--- config.mk ---
export PLATFORM = sky130hd
export DESIGN_NAME = instruction_fetch_stage
export DESIGN_NICKNAME = d
export VERILOG_FILES = /design/src/rtl/instruction_fetch_stage.sv
export SDC_FILE = /design/constraint.sdc
export NUM_CORES = 1
export LEC_CHECK = 0
export BUFFER_PORTS_ARGS = -buffer_cell sky130_fd_sc_hd__buf_2
export CORE_MARGIN = 4
export CORE_UTILIZATION = 30
export DETAILED_ROUTE_END_ITERATION = 7
export PLACE_DENSITY = 0.65
export SLEW_MARGIN = 20
export SYNTH_ARGS = -nofsm -noshare
export SYNTH_HDL_FRONTEND = slang
export SYNTH_SLANG_ARGS = --single-unit
export TNS_END_PERCENT = 50
--- constraint.sdc ---
create_clock -name clk -period 2.9 [get_ports clk]
set_input_delay 0.58 -clock clk [delete_from_list [all_inputs] [get_ports clk]]
set_output_delay 0.58 -clock clk [all_outputs]
set_load 0.03 [all_outputs]
--- src/rtl/instruction_fetch_stage.sv ---
// Fetch stage of the 5-stage RISC-V core: owns the PC and the IF/ID register,
// and reports the IF/ID instruction's source registers to the hazard unit.
module instruction_fetch_stage #(
   parameter logic [31:0] RESET_PC  = 32'h0000_0000,
   parameter logic [31:0] NOP_INSTR = 32'h0000_0013
) (
   input  logic        clk,
   input  logic        rst,
   input  logic        pcWriteEnable,
   input  logic        if_kill,
   input  logic        exe_isBranchOrJumpTaken,
   input  logic [31:0] exe_branchTarget,
   output logic [31:0] imem_address,
   input  logic [31:0] imem_data,
   input  logic        imem_ready,
   output logic [31:0] if_pc,
   output logic [31:0] if_instruction,
   output logic        if_valid,
   output logic [4:0]  if_rs1Address,
   output logic [4:0]  if_rs2Address
);

   localparam logic [6:0] OP_REG    = 7'b0110011;
   localparam logic [6:0] OP_IMM    = 7'b0010011;
   localparam logic [6:0] OP_LOAD   = 7'b0000011;
   localparam logic [6:0] OP_STORE  = 7'b0100011;
   localparam logic [6:0] OP_BRANCH = 7'b1100011;
   localparam logic [6:0] OP_JALR   = 7'b1100111;

   // The per-edge update decision; one value per row of the priority chain.
   typedef enum logic [2:0] {
      ACT_RESET,
      ACT_REDIRECT,
      ACT_STALL,
      ACT_FLUSH,
      ACT_WAIT,
      ACT_FETCH
   } fetch_action_t;

   logic [31:0]   pc_q;
   logic [31:0]   pc_d;
   logic [31:0]   ifid_pc_q;
   logic [31:0]   ifid_pc_d;
   logic [31:0]   ifid_instr_q;
   logic [31:0]   ifid_instr_d;
   logic          ifid_valid_q;
   logic          ifid_valid_d;
   logic [31:0]   pc_plus4;
   logic [31:0]   redirect_pc;
   fetch_action_t action;

   assign pc_plus4    = pc_q + 32'd4;
   assign redirect_pc = {exe_branchTarget[31:2], 2'b00};

   // imem handshake: imem_address is always a request; imem_data is consumed
   // only on an edge where imem_ready=1 and the stage actually advances.
   always_comb begin
      action = ACT_FETCH;
      if (rst)
         action = ACT_RESET;
      else if (exe_isBranchOrJumpTaken)
         action = ACT_REDIRECT;
      else if (!pcWriteEnable)
         action = ACT_STALL;
      else if (if_kill)
         action = ACT_FLUSH;
      else if (!imem_ready)
         action = ACT_WAIT;
   end

   always_comb begin
      pc_d         = pc_q;
      ifid_pc_d    = 32'd0;
      ifid_instr_d = NOP_INSTR;
      ifid_valid_d = 1'b0;
      unique case (action)
         ACT_RESET: begin
            pc_d = RESET_PC;
         end
         ACT_REDIRECT: begin
            pc_d = redirect_pc;
         end
         ACT_STALL: begin
            ifid_pc_d    = ifid_pc_q;
            ifid_instr_d = ifid_instr_q;
            ifid_valid_d = ifid_valid_q;
         end
         ACT_FLUSH: begin
            pc_d = pc_plus4;
         end
         ACT_WAIT: begin
            pc_d = pc_q;
         end
         ACT_FETCH: begin
            pc_d         = pc_plus4;
            ifid_pc_d    = pc_q;
            ifid_instr_d = imem_data;
            ifid_valid_d = 1'b1;
         end
         default: begin
            pc_d = pc_q;
         end
      endcase
   end

   always_ff @(posedge clk) begin
      pc_q         <= pc_d;
      ifid_pc_q    <= ifid_pc_d;
      ifid_instr_q <= ifid_instr_d;
      ifid_valid_q <= ifid_valid_d;
   end

   assign imem_address   = pc_q;
   assign if_pc          = ifid_pc_q;
   assign if_instruction = ifid_instr_q;
   assign if_valid       = ifid_valid_q;

   // Driven from IF/ID only, so the hazard unit sees no loop through its own outputs.
   logic [6:0] opcode;
   logic       uses_rs1;
   logic       uses_rs2;

   assign opcode = ifid_instr_q[6:0];

   always_comb begin
      uses_rs1 = 1'b0;
      uses_rs2 = 1'b0;
      case (opcode)
         OP_REG, OP_STORE, OP_BRANCH: begin
            uses_rs1 = 1'b1;
            uses_rs2 = 1'b1;
         end
         OP_IMM, OP_LOAD, OP_JALR: begin
            uses_rs1 = 1'b1;
         end
         default: begin
            uses_rs1 = 1'b0;
            uses_rs2 = 1'b0;
         end
      endcase
   end

   assign if_rs1Address = (ifid_valid_q && uses_rs1) ? ifid_instr_q[19:15] : 5'd0;
   assign if_rs2Address = (ifid_valid_q && uses_rs2) ? ifid_instr_q[24:20] : 5'd0;

endmodule
After elaboration in Yosys (flattened, before gate mapping)
Cells that the tools add are included.
- input bits: 70
- bits in registers: 97
- output and inout bits: 107
- word-level logic and storage cells: 35
- reductions and logical operators: 7
- eq/ne operators: 10
- $add $sub $neg: 1
- multiplexer cells: 13
- operators with widths (operator ; number):
    case mux 32 bit (2 select lines) ; 2
    case mux 32 bit (3 select lines) ; 1
    adder 32 x 3 -> 32 bit, second input constant ; 1
    == test 7 x 6 -> 1 bit, second input constant ; 2
    == test 7 bit, second input constant ; 2
    2-to-1 mux 3 bit ; 4
    2-to-1 mux 5 bit ; 2
    == test 7 x 2 -> 1 bit, second input constant ; 1
    == test 7 x 5 -> 1 bit, second input constant ; 1
    == test 3 x 2 -> 1 bit, second input constant ; 2
    OR reduction 6 bit ; 1
    == test 3 x 1 -> 1 bit, second input constant ; 1
    == test 3 bit, second input constant ; 1
    logical NOT 3 bit ; 1
    2-to-1 mux 1 bit ; 3
    nonzero test 3 bit ; 1
    OR reduction 3 bit ; 1
    logical AND 1 bit ; 2
    case mux 1 bit (2 select lines) ; 1
    OR reduction 2 bit ; 1

Depth between registers and ports, before layout
Gate-level depths: netlist of run 1.
- depth in word-level cells: 8
- mapped depth: 7
- depth with buffers taken out: 6

Least setup slack after synthesis of run 1
Ideal clock, no wire load.
- path kind: input to register
- from: input pcWriteEnable
- to: register ifid_instr_q[0] (netlist: if_instruction[0]) (enable)
- path slack: 0.505 ns
- stages on the path: 1
- setup time: 0.424 ns
- data arrival time: 1.971 ns
- required time: 2.476 ns
- buffers on the path: 0
- cells stage by stage: or3_1
- cells in the longest elaborated chain, start to end: 4
- ends and longest elaborated chain (what ; RTL line ; source):
    start: declaration ; 9 ; input logic pcWriteEnable,
    2-to-1 mux 3 bit ; 63 ; else if (!pcWriteEnable)
    2-to-1 mux 3 bit ; 61 ; else if (exe_isBranchOrJumpTaken)
    2-to-1 mux 3 bit ; 59 ; if (rst)
    == test 3 x 2 -> 1 bit ; 76 ; unique case (action)
    end signal: assignment ; 109 ; ifid_instr_q <= ifid_instr_d;
    end: declaration ; 44 ; logic [31:0] ifid_instr_q;
No other way between the ends.
A chain may end at the register's enable or synchronous reset.

Final worst setup path of run 1
- from: register ifid_instr_q[3] (netlist: if_instruction[3])
- to: output if_rs2Address[2]
- cells in the longest elaborated chain, start to end: 5
- elaborated cells on any way between the ends: 7
- those cells by class: eq/ne: 3; mux: 2; reduce/logical: 2
- ends and longest elaborated chain (what ; RTL line ; source):
    == test 7 x 6 -> 1 bit / == test 7 bit (equally long branches) ; 128 ; case (opcode)
    OR reduction 3 bit * ; 128 ;
    2-to-1 mux 1 bit * ; 128 ;
    logical AND 1 bit * ; 144 ; assign if_rs2Address = (ifid_valid_q && uses_rs2) ? ifid_instr_q[24:20] : 5'd0;
    2-to-1 mux 5 bit * ; 144 ;
    end: declaration ; 20 ; output logic [4:0] if_rs2Address
Mark *: on every way between the ends. The rest lies on a longest branch, timed or not.

==> summary.txt, run 1 <==
Run status
  – Status: finished, final reports clean

STA
  – Tmin final: 2.47 ns
  – Fin Clk Skew: 0.00653 ns
  – Sum Neg Setup Slack: 0 ns
  – Hold Violations, Final: 0
  – Rel. slew slack: 54.1%
  – Unrepaired setup endpoints after global routing: false
  – Final Cycle Share: 85.2%
  – Fmax: 405 MHz
  – # setup viols final: 0
  – Max Slew Vio Count: 0
  – Hold WS: 0.508 ns
  – Worst-margin pin slew: 0.683 ns

Logic synthesis
  – Syn. warnings: 0
  – Top-area cell type share of the netlist area: 65.8%
  – Post-Syn Instances: 346
  – Post-synth top area cell: edfxtp_1
  – Synth Cell Area: 4240 sq um
  – Unique masters post-synth: 27
  – Sequential share of the synthesized area: 65.8%
  – Synth area leaders: edfxtp_1 (66%), and2_1 (9.9%), nand2_1 (3.5%), xnor2_1 (3.5%), o21ai_0 (3.4%)
  – Mean area per synthesized cell: 12.3 sq um
  – FF+latch count, synth: 93

Clock tree
  – Cts bufs inserted: 9
  – Hold-fix buffers, CTS: 0
  – Total setup buffers inserted after CTS: 0
  – Clock transition at path regs: 0.06 ns
  – Post_cts resized: 0
  – CTS root buf: clkbuf_16
  – Sink Count: 93
  – H-tree depth: 3
  – CTS tree: yes
  – Worst-skew pair later-pin latency: 0.34 ns
  – Clk buf depth: 2

Critical path
  – Critical path class: flip-flop to primary output
  – Critical path launch point type: flip-flop
  – CP Data Required Time: 2.32 ns
  – Critical path endpoint category: primary output
  – Crit path max fanout: 5
  – Arrival time at the worst endpoint: 1.89 ns

Final layout
  – Inserted Diodes: 0
  – Final Non-Filler Cells: 699
  – Share of cells above drive strength 1: 38.3%
  – Layout area overhead: 31.6%
  – Commonest non-fill, non-tap cells in the layout: buf_2 (170), edfxtp_1 (93), and2_1 (67)
  – Most common cell after layout, fill and taps aside: buf_2
  – Nets@finish: 587

Floorplanning
  – Die width: 127 microns
  – Core Area: 13900 sq um
  – Die H: 127 microns
  – Initial Util: 30.6%
  – Die area: 16100 sq um
  – Site Rows: 43
  – # IOs: 177

Detailed routing
  – Initial DRC count: 113
  – # DRC: 0
  – WL final: 10900 microns
  – Initial DRT Pass Iterations: 5
  – Detail Route Antenna Nets: 0
  – Via count: 3159
  – Wire length per cell: 15.6 microns
  – Vias per inst: 4.52

Global route
  – GRT Total Usage: 13.5%
  – Vias in the first global route: 3196
  – Initial antenna violation count: 1
  – First-pass GRT wire length: 16800 microns
  – Met1 Track Usage GR: 16.6%
  – Gr ovfl total: 0
  – Largest net degree at the start of global routing: 50
  – GR peak layer: met2
  – GR Util met2: 22.2%
  – Met3 Usage GRT: 4.63%

Power and ir drop
  – LEAKAGE: 2.47 nW
  – Power, Total: 0.00317 W
  – PwrDens: 567 nW/um^2
  – Peak VDD IR: 0.286 mV

Run
  – Max-Cap Viols: 0

Hold path
  – Hold WC Path Type: primary input to flip-flop

Placement
  – Detailed Place HPWL: 7920 microns
  – Final GP Congestion: 0.848
  – Cells after DPL: 685
  – IO Port Bufs: 170
[flip-flops by register name, indices dropped and copies added (netlist names)]
signal and count:
if_instruction 32, imem_address 30, if_valid 1, if_pc 30
[cell type report]
class	count	area [sq um]
Tap cell	180	225
Inverter	5	18.8
Fill cell	1344	8300
Clock inverter	5	53.8
Clock buffer	9	225
Timing Repair Buffer	177	916
Sequential cell	93	2790
Multi-Input combinational cell	230	1350
[synth_stat cells]
| cell | number |
|---|---|
| edfxtp_1 | 93 |
| and2_1 | 67 |
| nand2_1 | 40 |
| o21ai_0 | 29 |
| xnor2_1 | 17 |
| clkbuf_1 | 16 |
| nor2_1 | 12 |
| nand4_1 | 11 |
| xor2_1 | 11 |
| nand3_1 | 9 |
| nor3_1 | 8 |
| inv_1 | 5 |
| or3_1 | 5 |
| and3_1 | 4 |
| buf_4 | 4 |
| nor4_1 | 3 |
| o21ai_2 | 2 |
| a2111oi_0 | 1 |
| a31oi_1 | 1 |
| and2_2 | 1 |
| buf_6 | 1 |
| conb_1 | 1 |
| ha_1 | 1 |
| nand4_2 | 1 |
| nand4b_1 | 1 |
| nor2b_1 | 1 |
| or4_4 | 1 |
[logic make-up (layout without fill, tap and decap cells)]
family          after synthesis  count (layout)  share of synthesized area, %
flops                        93              93                          65.8
compound gates               33              33                          4.19
xor+xnor                     28              28                          5.78
buf+inv                      26             196                          2.83
simple gates                164             164                          21.0
other cells                   1               4                        0.0884
fa+ha+maj                     1               1                         0.295
[critical path: stages, from the launching register on]
cell       delay [ns]
edfxtp_1         0.37
nand4b_1         0.21
a2111oi_0        0.44
buf_4            0.22
and2_1           0.13
buf_2            0.19
[per-layer routing]
layer / wire length (microns) / vias up / part of all wire, %
met4: 159 / 2 / 1.5
li1: - / 1549 / -
met2: 5310 / 134 / 49
met5: 12 / - / 0.11
met1: 4420 / 1460 / 41
met3: 967 / 14 / 8.9
[per-stage QoR]
step	instance area (sq um)	utilization [%]	setup WS (ns)
after floorplan	4250	-	0.505
after global placement	5300	38.2	0.682
after detailed placement	5300	38.2	0.610
after CTS	5580	40.2	0.399
after global routing	5580	40.2	0.270
final	5580	40.2	0.430
[final timing paths]
kind                     start            endpoint  slack, ns  cells past startpoint
max reg2reg    imem_address[5]    imem_address[30]       0.62                      5
min reg2reg   imem_address[31]           if_pc[31]       0.64                      1
min              imem_data[12]  if_instruction[12]       0.51                      2
max          if_instruction[3]    if_rs2Address[2]       0.43                      5
[power by group]
group	switching (W)	total, W	internal, W
logic	0.000276	0.000401	0.000125
clock network	0.000479	0.00113	0.000655
registers	0.0000714	0.00163	0.00156
total	0.000826	0.00317	0.00234
Note: power is estimated with default switching activity, not from simulation.
==> inputs of run 2 (changes only) <==
--- a/config.mk
+++ b/config.mk
@@ -5,6 +5,7 @@
 export SDC_FILE = /design/constraint.sdc
 export NUM_CORES = 1
 export LEC_CHECK = 0
+export ABC_AREA = 1
 export BUFFER_PORTS_ARGS = -buffer_cell sky130_fd_sc_hd__buf_2
 export CORE_MARGIN = 4
 export CORE_UTILIZATION = 30
==> run 2 against run 1 <==
Synthesized cell count grew 47%. Critical endpoint is now if_rs2Address[4]. Sequential power is essentially flat. Largest power group unchanged. Non-clock buffer count unchanged. Worst setup slack better by 0.35 ns. Utilization is 0.096 points higher. Critical path depth is 1 lower. First-iteration DRC count rose by 58%. Register-to-register slack improved by 0.55 ns. Largest cell class unchanged. Fmax increased by 16%. Final cell count rose by 25%. Design area up 6.5%.
==> summary.txt, run 2 <==
Placement
  – IO Port Bufs: 170 (unchanged)
  – Final GP Congestion: 0.799 (-5.7%)
  – Detailed Place HPWL: 9510 microns (+20%)

Final layout
  – Share of cells above drive strength 1: 30.8% (-7.5 points)
  – Most common cell after layout, fill and taps aside: buf_2
  – Commonest non-fill, non-tap cells in the layout: buf_2 (170), nand2_1 (133), nor2_1 (102)
  – Max FFs per register: 32 (unchanged)
  – Layout area overhead: 30.0%
  – Nets@finish: 757 (+29%)
  – Inserted Diodes: 0 (unchanged)

Power and ir drop
  – PwrDens: 551 nW/um^2 (-2.9%)
  – Peak VDD IR: 0.265 mV (-7.3%)
  – LEAKAGE: 2.88 nW (+17%)
  – Power, Total: 0.00327 W (+3.4%)

Detailed routing
  – Vias per inst: 4.39 (-2.8%)
  – Detail Route Antenna Nets: 0 (unchanged)
  – WL final: 12600 microns (+16%)
  – Via count: 3845 (+22%)
  – Initial DRC count: 179 (+58%)
  – Wire length per cell: 14.4 microns (-7.7%)
  – # DRC: 0 (unchanged)
  – Initial DRT Pass Iterations: 4 (-1)

Critical path
  – Critical path launch point type: flip-flop
  – Critical path endpoint category: primary output
  – Arrival time at the worst endpoint: 1.54 ns (-0.35 ns)
  – Number of cells on the worst reg-to-reg path: 8 (+3)
  – Crit path max-delay family: flip-flops
  – CP Data Required Time: 2.32 ns (about the same)
  – Worst r2r dst: imem_address[20]
  – Crit path max fanout: 5 (unchanged)
  – CP peak stage delay: 0.42 ns (-0.02 ns)
  – Critical-path cell with the highest stage delay: edfxtp_1
  – RR Startpoint: imem_address[3]
  – Crit path buffers/inverters: 1 (-1)
  – Ordered cell list for the critical path: a211oi_1 -> nand2_1 -> nor2_1 -> buf_2
  – R2R setup slack: 1.17 ns (+0.55 ns)
  – Critical path class: flip-flop to primary output

Global route
  – Vias in the first global route: 3910 (+22%)
  – First-pass GRT wire length: 20300 microns (+21%)
  – Largest net degree at the start of global routing: 35 (-30%)
  – Gr ovfl total: 0 (unchanged)
  – GRT Total Usage: 14.8% (+1.3 points)
  – Initial antenna violation count: 0 (-1)

Logic synthesis
  – FFs w/ async S/R, synth: 0% (unchanged)
  – Mean area per synthesized cell: 8.97 sq um (-27%)
  – Unique masters post-synth: 26 (-3.7%)
  – Post-synth top area cell: edfxtp_1
  – Post-synth EDFFs: 93 (unchanged)
  – Most used DFF post-synth: edfxtp_1
  – Cell with the most instances after synthesis: nand2_1
  – Top-area cell type share of the netlist area: 61.1% (-4.8 points)
  – Sequential share of the synthesized area: 61.1% (-4.8 points)
  – Synth area leaders: edfxtp_1 (61%), nand2_1 (11%), nor2_1 (8.5%), inv_1 (6.5%), nand3_1 (3.6%)
  – Synth Cell Area: 4570 sq um (+7.8%)
  – FF+latch count, synth: 93 (unchanged)
  – Synth cell count leaders: nand2_1 (133), nor2_1 (103), edfxtp_1 (93), inv_1 (79), nand3_1 (33)
  – Syn. warnings: 0 (unchanged)
  – Post-Syn Instances: 510 (+47%)

Clock tree
  – Post_cts resized: 0 (unchanged)
  – H-tree depth: 3 (unchanged)
  – CTS tree: yes
  – CTS root buf: clkbuf_16
  – Worst-skew pair later-pin latency: 0.34 ns (about the same)
  – Hold-fix buffers, CTS: 0 (unchanged)
  – Clock transition at path regs: 0.06 ns (about the same)
  – Clk buf depth: 2 (unchanged)
  – Cts bufs inserted: 9 (unchanged)
  – Sink Count: 93 (unchanged)
  – Total setup buffers inserted after CTS: 0 (unchanged)

STA
  – Hold Violations, Final: 0 (unchanged)
  – Fin Clk Skew: 0.00327 ns (-0.00327 ns)
  – Tmin final: 2.12 ns (-0.349 ns)
  – Max Slew Vio Count: 0 (unchanged)
  – Final Cycle Share: 73.2% (-12 points)
  – Unrepaired setup endpoints after global routing: false
  – Sum Neg Setup Slack: 0 ns (unchanged)
  – # setup viols final: 0 (unchanged)
  – Fmax: 471 MHz (+16%)

Floorplanning
  – Initial Util: 31.0% (+0.45 points)
  – Site Rows: 44 (+2.3%)
  – Die width: 131 microns (+3.6%)
  – # IOs: 177 (unchanged)
  – Die area: 17300 sq um (+7.3%)
  – Die H: 131 microns (+3.6%)
  – Core Area: 14800 sq um (+6.3%)

Run
  – Max-Cap Viols: 0 (unchanged)

Run status
  – Status: finished, final reports clean

Hold path
  – Min-Delay Endpoint: if_instruction[4]
  – Hold Path Depth: 2 (unchanged)
  – Hold_sp: imem_data[4]
  – Hold WC Path Type: primary input to flip-flop
-- run 2: cell types whose count changed after synthesis, moves of 12 or more --
| cell | change |
|---|---|
| nand2_1 | +93 |
| o21ai_0 | -12 |
| clkbuf_1 | -13 |
| nand3_1 | +24 |
| and2_1 | -66 |
| nor2_1 | +91 |
| xnor2_1 | -17 |
| inv_1 | +74 |
-- run 2: stage by stage --
stage / utilization (%) / instances / setup WS (ns) / hold WS, ns / instance area, sq um
global placement: 38.4 / 859 / 0.892 / 0.637 / 5670
global route: 40.3 / 875 / 0.637 / 0.498 / 5950
detailed placement: 38.4 / 859 / 0.863 / 0.645 / 5670
CTS: 40.3 / 875 / 0.733 / 0.484 / 5950
finish: 40.3 / 875 / 0.778 / 0.504 / 5950
floorplan: - / 513 / 0.516 / 0.756 / 4590
-- run 2: kinds of logic after synthesis --
kind of cell | Yosys count | synth area share (%)
AO/OA/AOI/OAI | 27 | 3.23
flip-flops | 93 | 61.1
other | 1 | 0.0820
AND/OR/NAND/NOR | 291 | 26.8
buffers and inverters | 96 | 8.42
adder cells (fa/ha/maj) | 1 | 0.273
XOR/XNOR | 1 | 0.192
-- run 2: routing by layer --
layer  track usage [%]  vias up  part of all wire (%)
met2              24.9      146                    47
met5                 0        -                     0
met1              17.7     1732                    43
met4              5.54        0                   1.8
li1                  -     1951                     -
met3              4.82       16                   7.6
-- run 2: report_power, final --
group | internal, W | switching, W
registers | 0.00157 | 0.0000714
clock network | 0.000659 | 0.000480
logic | 0.000137 | 0.000354
-- run 2: how the worst max path moves through the flow --
| stage | from | endpoint | slack, ns | cells after the start |
|---|---|---|---|---|
| after global routing | if_instruction[6] | if_rs2Address[4] | 0.64 | 4 |
| after CTS | if_instruction[6] | if_rs2Address[4] | 0.73 | 4 |
| after global placement | imem_ready | if_instruction[31] | 0.89 | 6 |
| final | if_instruction[6] | if_rs2Address[4] | 0.78 | 4 |
| after detailed placement | imem_ready | if_instruction[20] | 0.86 | 6 |
| after floorplan | imem_ready | if_instruction[0] | 0.52 | 2 |
-- run 2: cell type report --
type	instances	area [sq um]
tap	184	230
inverter	81	304
sequential	93	2790
clock buffer	10	229
fill	1494	8810
timing repair buffer	177	916
clock inverter	6	53.8
multi-input combinational	324	1420
==> inputs of run 3 (changes only) <==
--- a/config.mk
+++ b/config.mk
@@ -10,7 +10,7 @@
 export CORE_MARGIN = 4
 export CORE_UTILIZATION = 30
 export DETAILED_ROUTE_END_ITERATION = 7
-export PLACE_DENSITY = 0.65
+export PLACE_DENSITY = 0.67
 export SLEW_MARGIN = 20
 export SYNTH_ARGS = -nofsm -noshare
 export SYNTH_HDL_FRONTEND = slang
==> constraint.sdc (replaced) <==
create_clock -name clk -period 1.91 [get_ports clk]
set_input_delay 0.382 -clock clk [delete_from_list [all_inputs] [get_ports clk]]
set_output_delay 0.382 -clock clk [all_outputs]
set_load 0.03 [all_outputs]
==> run 3 against run 2 <==
Worst hold slack got worse by 0.20 ns. Non-clock buffer count rose by 5. Global-route usage rose by 0.39 points. Sequential share of layout area fell by 1.1 points. Via count rose by 0.81%. Die area did not move. Routed wire length rose by 2.7%. Clock-buffer cell count did not move. Clock skew rose by 0.0050 ns. Critical path type unchanged. Largest cell class unchanged. Highest routed layer unchanged.
==> summary.txt, run 3 (same netlist as run 2, synthesis figures left out) <==
Run status
  – Status: finished, final reports clean

Clock tree
  – H-tree depth: 3 (unchanged)
  – Clock transition at path regs: 0.06 ns (about the same)
  – Sink Count: 93 (unchanged)
  – Worst-skew pair later-pin latency: 0.35 ns (about the same)
  – Cts bufs inserted: 9 (unchanged)
  – Clk buf depth: 2 (unchanged)
  – CTS root buf: clkbuf_16
  – CTS tree: yes

STA
  – Sum Neg Setup Slack: 0 ns (unchanged)
  – Fin Clk Skew: 0.00828 ns (+0.00502 ns)
  – Fin worst setup slack: 0.0739 ns (-0.705 ns)
  – Hold Violations, Final: 0 (unchanged)
  – Final Cycle Share: 96.1%
  – Max Slew Vio Count: 0 (unchanged)
  – Unrepaired setup endpoints after global routing: true
  – Tmin final: 1.84 ns
  – # setup viols final: 0 (unchanged)
  – Fmax: 545 MHz

Critical path
  – Crit path max fanout: 5 (unchanged)
  – Critical path launch point type: flip-flop
  – Number of cells on the worst reg-to-reg path: 8 (unchanged)
  – Critical path endpoint category: primary output
  – Most frequent CP cell: buf_4
  – R2R setup slack: 0.25 ns (-0.92 ns)
  – CP endpoint: if_rs1Address[1]
  – CP startpoint: if_instruction[2]
  – Arrival time at the worst endpoint: 1.45 ns (-0.09 ns)
  – Critical path class: flip-flop to primary output
  – CP Data Required Time: 1.53 ns (-0.79 ns)
  – CP peak stage delay: 0.41 ns (about the same)
  – Critical-path cell with the highest stage delay: edfxtp_1
  – Worst r2r dst: imem_address[22]
  – Ordered cell list for the critical path: buf_4 -> o21ai_1 -> nand2_2 -> nor2_2 -> buf_4
  – RR Startpoint: imem_address[3]

Detailed routing
  – Detail Route Antenna Nets: 0 (unchanged)
  – Vias per inst: 4.40 (+0.23%)
  – Initial DRT Pass Iterations: 4 (unchanged)
  – Initial DRC count: 214 (+20%)
  – Via count: 3876 (+0.81%)
  – # DRC: 0 (unchanged)
  – WL final: 12900 microns (+2.7%)
  – Wire length per cell: 14.7 microns (+2.1%)

Floorplanning
  – Die width: 131 microns (unchanged)
  – Initial Util: 31.0% (unchanged)
  – Site Rows: 44 (unchanged)
  – Core Area: 14800 sq um (unchanged)
  – Die area: 17300 sq um (unchanged)
  – # IOs: 177 (unchanged)
  – Die H: 131 microns (unchanged)

Placement
  – IO Port Bufs: 170 (unchanged)
  – DP Worst Slack: 0.198 ns (-0.665 ns)
  – Cells after DPL: 863 (+0.47%)
  – Detailed Place HPWL: 9550 microns (+0.39%)
  – Final GP Congestion: 0.791 (-1.0%)

Global route
  – Gr ovfl total: 0 (unchanged)
  – First-pass GRT wire length: 20800 microns (+2.8%)
  – Vias in the first global route: 4003 (+2.4%)
  – GRT Total Usage: 15.2% (+0.39 points)
  – Largest net degree at the start of global routing: 64 (+83%)
  – Initial antenna violation count: 0 (unchanged)

Final layout
  – Max FFs per register: 32 (unchanged)
  – Layout area overhead: 33.2%
  – Commonest non-fill, non-tap cells in the layout: buf_2 (160), nand2_1 (130), nor2_1 (99)
  – Most common cell after layout, fill and taps aside: buf_2
  – Share of cells above drive strength 1: 32.5% (+1.6 points)
  – Nets@finish: 762 (+0.66%)
  – Inserted Diodes: 0 (unchanged)
  – Final Non-Filler Cells: 880 (+0.57%)

Run
  – Max-Cap Viols: 0 (unchanged)

Power and ir drop
  – Clock share of power: 35.3% (+0.5 points)
  – Power, Total: 0.00507 W (+55%)
  – Seq pwr share: 49.2% (-1.0 points)
  – PwrDens: 832 nW/um^2 (+51%)
  – Cell-internal power: 0.00363 W (+53%)
  – Logic pwr share: 15.5% (+0.5 points)
  – NetSw: 0.00144 W (+59%)
  – Peak VDD IR: 0.386 mV (+46%)
  – Switching share of power: 28.3% (+0.73 points)
  – LEAKAGE: 2.92 nW (+1.7%)

Hold path
  – Hold WC Path Type: primary input to flip-flop
  – Hold_sp: imem_data[4]
-- run 3: changes by cell type in the layout (fill, tap and decap cells not counted), sizes merged --
cell	before	now
inv	81	82
clkinv	5	4
buf	177	182
-- run 3: worst min-delay path by stage --
| stage | to | depth (start not counted) |
|---|---|---|
| after global placement | if_pc[3] | 2 |
| after CTS | if_instruction[1] | 2 |
| final | if_instruction[4] | 2 |
| after global routing | imem_address[26] | 3 |
| after floorplan | if_instruction[0] | 1 |
| after detailed placement | if_pc[31] | 2 |
-- run 3: per-stage QoR --
stage	util, %	cell area [sq um]	hold slack (ns)
6_report	41.3	6090	0.299
5_1_grt	41.3	6090	0.306
4_1_cts	40.9	6030	0.283
3_5_place_dp	38.9	5730	0.640
3_3_place_gp	38.9	5730	0.629
2_1_floorplan	-	4600	0.558
-- run 3: power by group through the flow --
stage / Clock [W] / Sequential [W] / Combinational, W
after floorplan: 0 / 0.00279 / 0.000218
after global placement: 0 / 0.00253 / 0.000781
after detailed placement: 0 / 0.00253 / 0.000786
after CTS: 0.00185 / 0.00249 / 0.000789
after global routing: 0.00193 / 0.00251 / 0.000855
final: 0.00179 / 0.00249 / 0.000786
-- run 3: layout make-up --
class                      instances  area, sq um
tap                              184          230
fill                            1521         8660
clock buffer                      10          229
clock inverter                     6         61.3
multi-input combinational        324         1460
sequential                        93         2790
timing repair buffer             182         1020
inverter                          81          304
-- run 3: worst max-delay path, delay by kind of cell, from the launching register on --
kind	cells	cell delay [ns]
buffers and inverters	2	0.32
AOI/OAI and AO/OA	1	0.15
and+or+nand+nor	2	0.23
DFF	1	0.41
-- run 3: layer usage --
metal	up-vias	global-route usage (%)	share of wire, %
li1	1963	-	-
met1	1749	18.4	43
met2	150	25.7	47
met3	14	4.82	8.5
met5	-	0	0
met4	0	5.02	1.5
-- run 3: repair_timing --
action / CTS / global route
hold buffers: 0 / 0
resized for setup: 1 / 30
endpoints found under the setup margin: 10 / 11
buffers inserted: 0 / 1
pin swaps: 0 / 6
hold endpoints to repair: 0 / 0
